--- src/rtl/mem_test_ctrl.sv ---
// mem_test_ctrl: memory self-test controller with manual access and automatic fill/verify sweeps
module mem_test_ctrl #(
    parameter int          DATA_W = 32,
    parameter int          ADDR_W = 6,
    parameter logic [31:0] PAT0   = 32'h11223344,
    parameter logic [31:0] PAT1   = 32'h44332211
) (
    input  logic              clk,
    input  logic              rst,
    input  logic              start,
    input  logic [1:0]        mode,
    input  logic [1:0]        pat_s,
    input  logic              man_we,
    input  logic [ADDR_W-1:0] man_addr,
    output logic [DATA_W-1:0] disp_data,
    output logic              busy,
    output logic              done,
    output logic              pass,
    output logic [ADDR_W:0]   err_cnt,
    output logic [ADDR_W-1:0] fail_addr
);
    typedef enum logic [2:0] {S_IDLE, S_FILL, S_VERIFY, S_DRAIN, S_DONE} state_t;

    localparam int           DEPTH   = 2 ** ADDR_W;
    localparam logic [ADDR_W:0] ERR_MAX = {1'b1, {ADDR_W{1'b0}}};

    function automatic logic [DATA_W-1:0] pat(input logic [1:0] s, input logic [ADDR_W-1:0] a);
        return s == 2'd0 ? DATA_W'(PAT0) : s == 2'd1 ? DATA_W'(PAT1) :
               s == 2'd2 ? DATA_W'(a) : ~DATA_W'(a);
    endfunction

    logic [DATA_W-1:0] mem [DEPTH];

    state_t            state_q, state_d;
    logic [ADDR_W-1:0] addr_q, a_d_q, man_addr_q;
    logic [1:0]        mode_q, pat_q;
    logic [ADDR_W:0]   err_cnt_q;
    logic [ADDR_W-1:0] fail_addr_q;
    logic              pass_q, vld_q, show_err_q;
    logic [DATA_W-1:0] rd_q;

    logic              launch, wr_en, miss;
    logic [ADDR_W-1:0] wr_addr, rd_addr;
    logic [DATA_W-1:0] wr_data;

    assign launch  = state_q == S_IDLE && start && mode != 2'b00;
    assign wr_en   = (state_q == S_IDLE && mode == 2'b00 && man_we) || state_q == S_FILL;
    assign wr_addr = state_q == S_FILL ? addr_q : man_addr;
    assign wr_data = pat(state_q == S_FILL ? pat_q : pat_s, wr_addr);
    assign rd_addr = state_q == S_VERIFY ? addr_q : man_addr;
    assign miss    = vld_q && rd_q != pat(pat_q, a_d_q);

    always_comb begin
        state_d = state_q;
        unique case (state_q)
            S_IDLE:   state_d = !launch ? S_IDLE : mode == 2'b10 ? S_VERIFY : S_FILL;
            S_FILL:   state_d = addr_q != '1 ? S_FILL : mode_q == 2'b11 ? S_VERIFY : S_DONE;
            S_VERIFY: state_d = addr_q == '1 ? S_DRAIN : S_VERIFY;
            S_DRAIN:  state_d = S_DONE;
            default:  state_d = S_IDLE;
        endcase
    end

    always_ff @(posedge clk) begin
        if (wr_en) mem[wr_addr] <= wr_data;
    end

    always_ff @(posedge clk or negedge rst) begin
        if (!rst) begin
            state_q     <= S_IDLE;
            addr_q      <= '0;
            a_d_q       <= '0;
            man_addr_q  <= '0;
            mode_q      <= '0;
            pat_q       <= '0;
            err_cnt_q   <= '0;
            fail_addr_q <= '0;
            pass_q      <= 1'b0;
            vld_q       <= 1'b0;
            show_err_q  <= 1'b0;
            rd_q        <= '0;
        end else begin
            state_q    <= state_d;
            a_d_q      <= addr_q;
            vld_q      <= state_q == S_VERIFY;
            rd_q       <= mem[rd_addr];
            man_addr_q <= man_addr;
            if (launch) begin
                mode_q      <= mode;
                pat_q       <= pat_s;
                err_cnt_q   <= '0;
                fail_addr_q <= '0;
                pass_q      <= 1'b0;
                addr_q      <= '0;
            end else if (state_q == S_FILL || state_q == S_VERIFY) begin
                addr_q <= addr_q + 1'b1;
            end
            if (miss) begin
                if (err_cnt_q != ERR_MAX) err_cnt_q <= err_cnt_q + 1'b1;
                if (err_cnt_q == '0) fail_addr_q <= a_d_q;
            end
            // error count stays on the display until the operator touches the manual controls
            if (state_q == S_DRAIN) show_err_q <= 1'b1;
            else if (launch || (state_q == S_IDLE && (man_we || man_addr != man_addr_q))) show_err_q <= 1'b0;
            if (state_q == S_DONE && err_cnt_q == '0) pass_q <= 1'b1;
        end
    end

    assign busy      = state_q == S_FILL || state_q == S_VERIFY || state_q == S_DRAIN;
    assign done      = state_q == S_DONE;
    assign pass      = pass_q;
    assign err_cnt   = err_cnt_q;
    assign fail_addr = fail_addr_q;
    assign disp_data = show_err_q ? DATA_W'(err_cnt_q) : state_q == S_FILL ? wr_data : rd_q;
endmodule

--- config.mk ---
export PLATFORM = sky130hd
export DESIGN_NAME = mem_test_ctrl
export DESIGN_NICKNAME = d
export VERILOG_FILES = /design/src/rtl/mem_test_ctrl.sv
export SDC_FILE = /design/constraint.sdc
export NUM_CORES = 1
export LEC_CHECK = 0
export ABC_CLOCK_PERIOD_IN_PS = 11300
export CORE_ASPECT_RATIO = 2
export CORE_UTILIZATION = 55
export CTS_CLUSTER_SIZE = 28
export DETAILED_ROUTE_END_ITERATION = 10
export PLACE_DENSITY = 0.79
export SYNTH_ARGS = -nofsm -noshare
export SYNTH_HDL_FRONTEND = slang
export SYNTH_SLANG_ARGS = --single-unit
--- constraint.sdc ---
create_clock -name clk -period 11.3 [get_ports clk]
set_clock_uncertainty 0.15 [all_clocks]
set_input_delay 2.26 -clock clk [delete_from_list [all_inputs] [get_ports clk]]
set_output_delay 2.26 -clock clk [all_outputs]
set_load 0.1 [all_outputs]
# --- Word level (Yosys, flattened, before mapping) ---
# Memories as Yosys holds them, arrays and structs flattened. A register that Yosys moved wholly into a read port is not among the register bits.
# Index checks and enable logic that the tools add are counted.
word_totals:
  mem_bits_rw: 2048
  reg_bits: 41
  mem_count: 1
  wordCells: 84
mem_list:
  columns: ["name", "words", "width", "rd", "rd_ports_with_merged_regs", "wr", "line_no", "rtl"]
  rows:
  - ["mem", 64, 32, 1, 1, 1, "32", "logic [DATA_W-1:0] mem [DEPTH];"]
classes:
  bitwise_logic: 2
  muxes: 31
  reduce_logical: 22
  n_eq_ne: 15
  n_addsub: 2
ops:
  columns: ["operator", "count"]
  rows:
  - ["32-bit two-way mux", 8]
  - ["6-bit NOT with 32-bit output", 2]
  - ["6-bit two-way mux", 7]
  - ["32-bit != test", 1]
  - ["7-bit two-way mux", 3]
  - ["3-bit one-hot mux with 4 select lines", 1]
  - ["2-bit == test, second input constant", 4]
  - ["2-bit nonzero test", 4]
  - ["7-bit by 1-bit adder with 7-bit output, second input constant", 1]
  - ["1-bit logical AND", 7]
  - ["7-bit zero test", 1]
  - ["1-bit two-way mux", 7]
  - ["7-bit != test, second input constant", 1]
  - ["6-bit by 1-bit adder with 6-bit output, second input constant", 1]
  - ["3-bit by 2-bit == test with 1-bit output, second input constant", 2]
  - ["6-bit == test, second input constant", 1]
  - ["2-bit zero test", 3]
  - ["2-bit two-way mux", 3]
  - ["3-bit two-way mux", 2]
  - ["6-bit != test", 1]
  - ["6-bit != test, second input constant", 1]
  - ["1-bit logical OR", 5]
  - ["2-bit by 1-bit == test with 1-bit output, second input constant", 2]
  - ["3-bit by 1-bit == test with 1-bit output, second input constant", 1]
  - ["other kinds (3)", 3]

# --- Logic depth before layout (Yosys ltp) ---
depth:
  depth_word: 8
  depth_mapped: 12
  depth_no_buf: 9

# --- Worst setup path before layout ---
# OpenSTA, ideal clock, no wires.
synth_path:
  path_type: "in2out"
  start: "input pat_s[0]"
  end: "output disp_data[1]"
  cell_stages: 6
  n_path_buf: 0
  required_ns: 8.890
  path_slack_ns: 1.150
  arrival_time_ns: 7.740
  cell_sequence: "mux2i_1 -> inv_1 -> ha_1 -> nor3_1 -> mux2i_1 -> o21ai_1"
synth_between:
  elab_chain_cells: 7
  word_cells_on_any_way: 9
synth_lines:
  columns: ["element", "line_no", "rtl"]
  rows:
  - ["start, declared", "12", "input logic [1:0] pat_s,"]
  - ["2-bit two-way mux *", "49", "assign wr_data = pat(state_q == S_FILL ? pat_q : pat_s, wr_addr);"]
  - ["2-bit == test", "29", "s == 2'd2 ? DATA_W'(a) : ~DATA_W'(a);"]
  - ["32-bit two-way mux", "29", null]
  - ["32-bit two-way mux", "28", "return s == 2'd0 ? DATA_W'(PAT0) : s == 2'd1 ? DATA_W'(PAT1) :"]
  - ["32-bit two-way mux *", "28", null]
  - ["named net wr_data[1]", "44", "logic [DATA_W-1:0] wr_data;"]
  - ["32-bit two-way mux * (2 in a row)", "114", "assign disp_data = show_err_q ? DATA_W'(err_cnt_q) : state_q == S_FILL ? wr_data : rd_q;"]
  - ["end, declared", "15", "output logic [DATA_W-1:0] disp_data,"]
# Mark *: on every way through the listed nets, which the timed path passes. The rest lies on a longest branch.

# --- Worst setup path in the final report ---
layout_path:
  start: "input pat_s[0]"
  end: "output disp_data[5]"
# The elaborated chain is that of the path after synthesis.

==> results.yml <==
grt:
  antenna_found_initial: 0
  grt_max_degree: 69
  grtUsageTotal: 0.2589
  grt_pass1_wl_mm: 96.39
  grt_pass1_vias: 15520
  grt_remaining_overflow: 0
critical_path:
  reg2reg_from: "state_q[1]"
  reg2reg_slack_ps: 5930
  crit_path_end_kind: "primary output"
  crit_path_max_fanout: 67
  arrival_ps: 6760
  path_class: "input port to primary output"
  startpoint: "pat_s[0]"
  crit_required_ps: 8890
  startpoint_type: "input port"
cells_and_area:
  nets: 1758
  drive_above_1_share: 0.07432
  area_growth_pct: 9.824
  n_antenna_cell: 0
detailed_routing:
  routed_wl_mm: 65.88
  antenna_left: 0
  vias: 15330
  drt_iter0_drc: 1357
  drc: 0
  drtPass1Iterations: 5
  via_per_inst: 6.322
  routedWlPerCell_um: 27.17
sta:
  setup_tns_ps: 0
  rsz0062_at_grt: "false"
  drv_slew: 0
  finalCritPeriodShare: 0.8118
  hold_viol: 0
  setup_ws_ps: 2127
  tightestPinTransition_ps: 1440
  max_freq_ghz: 0.1090
  setup_viol: 0
  final.min_clock_period_ps: 9173
  relSlewSlack: 0.02715
placement:
  pre_cts_ws_ps: 2212
  dp_hpwl_mm: 43.18
  gp_congestion: 0.9240
  io_buffers: 61
clocking:
  insertion_delay_ps: 610
  post_cts_buffers: 0
  hold_buffers: 0
  cts_buffer_depth: 3
  cts_buffers: 54
  cts_num_sinks: 691
  postCtsResizedCells: 0
  cts_tree: "built"
  cts_root_buf: "clkbuf_16"
  clk_pin_slew_worst_paths_ps: 60
  cts_htree_levels: 2
yosys:
  ys.flop_type: "edfxtp_1"
  synth_area_leaders: "edfxtp_1, mux2i_1, dfrtp_1"
  yosysUniqueCellTypes: 46
  yosys.area.top_type_share: 0.6900
  ys_warn_count: 0
  synthCells: 1700
  synth_largest_area_cell: "edfxtp_1"
  netlist_area_um2: 27850
  synth.avg_cell_area_um2: 16.38
  ys_async_sr_fraction: 0.07381
  synth-edff-count: 640
  ys_ff_latch: 691
  yosysSeqAreaShare: 0.7358
  synthesis.nets: 1725
power:
  power_density_nw_per_um2: 272.6
  peakVddDrop_mv: 0.6713
  power.leakage_nw: 10.64
die:
  die_width_um: 161.1
  die-area_um2: 51600
  core_um2: 50070
  start_util: 0.5563
  io_pins: 62
  rows: 116
  die_y_um: 320.3
flow_run:
  max_cap_viol_count: 0
run_status:
  status: "finished, final reports clean"
min_path:
  hp-class: "register to register"
  min_from: "pass"
[power breakdown]
group | leakage [nW] | internal (W) | switching [W]
logic | 3.38 | 0.000624 | 0.00224
registers | 6.44 | 0.00354 | 0.000108
clock network | 0.817 | 0.000961 | 0.000873
total | 10.6 | 0.00512 | 0.00322
[cell usage after synthesis (all sizes together), types with 10 or more instances]
master,n
a21oi,12
edfxtp,640
ha,11
nand2,72
xnor2,12
mux2i,343
dfrtp,51
nand3b,10
o41ai,40
nor2,85
clkbuf,26
xor2,14
o22ai,161
buf,90
nand4,20
o21ai,23
nand3,18
inv,11
[area by class of cell]
cell class / count / area (µm²)
well taps: 649 / 812.0
fillers: 3490 / 19480
clock buffers: 68 / 1404
clock inverters: 31 / 277.8
repair buffers: 93 / 845.8
flip-flops and latches: 691 / 20490
multi-input cells: 882 / 6715
inverters: 11 / 41.29
[layout by cell type (no fill, tap or decap), types with 4 or more instances in the layout]
| cell type | netlist | layout |
|---|---|---|
| a21oi_1 | 12 | 12 |
| buf_4 | 54 | 32 |
| clkbuf_1 | 26 | 14 |
| clkbuf_16 | 0 | 54 |
| clkdlybuf4s50_1 | 0 | 60 |
| clkinv_1 | 0 | 8 |
| clkinv_2 | 0 | 9 |
| dfrtp_1 | 51 | 51 |
| edfxtp_1 | 640 | 640 |
| ha_1 | 11 | 9 |
| inv_1 | 10 | 8 |
| inv_6 | 0 | 4 |
| mux2i_1 | 340 | 337 |
| mux2i_4 | 1 | 4 |
| nand2_1 | 72 | 68 |
| nand2_2 | 0 | 4 |
| nand2b_1 | 7 | 7 |
| nand3_1 | 18 | 18 |
| nand3b_1 | 10 | 10 |
| nand4_1 | 20 | 20 |
| nor2_1 | 85 | 84 |
| nor2b_1 | 7 | 7 |
| nor3_1 | 8 | 5 |
| nor4_1 | 5 | 5 |
| o211ai_1 | 4 | 4 |
| o21ai_0 | 10 | 10 |
| o21ai_1 | 13 | 13 |
| o22ai_1 | 161 | 161 |
| o41ai_1 | 40 | 39 |
| or3_1 | 8 | 8 |
| xnor2_1 | 12 | 12 |
| xor2_1 | 14 | 14 |
[worst max-delay path, stage by stage]
cell	delay, ps
clkdlybuf4s50_1	440
mux2i_1	600
inv_2	640
ha_1	500
nor3_2	200
buf_4	570
mux2i_1	220
o21ai_1	160
clkdlybuf4s50_1	1140
[final timing paths]
check | end | depth (start not counted)
worst min-delay path | pass | 1
worst min register to register | pass | 1
min in group asynchronous | mode_q[0] | 2
worst max register to register | rd_q[5] | 8
max in group asynchronous | err_cnt[0] | 2
worst max-delay path | disp_data[5] | 9
[kinds of logic (layout without fill, tap and decap cells)]
group,Yosys count,after routing,share of synthesized area
AOI/OAI and AO/OA,252,252,0.05947
DFF,691,691,0.7358
muxes,343,343,0.1240
adders and majority gates,11,11,0.004941
xor gates and xnor gates,26,26,0.008175
and+or+nand+nor,250,250,0.04155
buffers and inverters,127,203,0.02610
[layer usage]
layer	vias to the layer above	wire length (µm)	track usage
met5	-	0	0
met2	730	36020	0.4817
li1	6730	-	-
met4	0	5513	0.1948
met3	205	4024	0.03427
met1	7666	20330	0.2576
[per-stage QoR]
stage | cells | power (W) | hold slack (ps) | utilization | instance area [µm²]
final | 2425 | 0.008338 | 359.0 | 0.6109 | 30590
after global routing | 2425 | 0.008558 | 385.7 | 0.6109 | 30590
after CTS | 2425 | 0.008320 | 365.5 | 0.6108 | 30580
after detailed placement | 2326 | 0.006535 | 347.6 | 0.5772 | 28900
after global placement | 2326 | 0.006444 | 334.0 | 0.5772 | 28900
after floorplan | 1700 | 0.005726 | 201.9 | - | 27850
[flip-flops by register name, indices dropped and copies added (netlist names)]
| register | cells |
|---|---|
| state_q | 3 |
| pat_q | 2 |
| a_d_q | 6 |
| man_addr_q | 6 |
| pass | 1 |
| mode_q | 2 |
| rd_q | 10 |
| err_cnt | 7 |
| addr_q | 6 |
| vld_q | 1 |
| show_err_q | 1 |
| mem | 640 |
| fail_addr | 6 |
No activity file was read; power rests on OpenSTA's default activity.
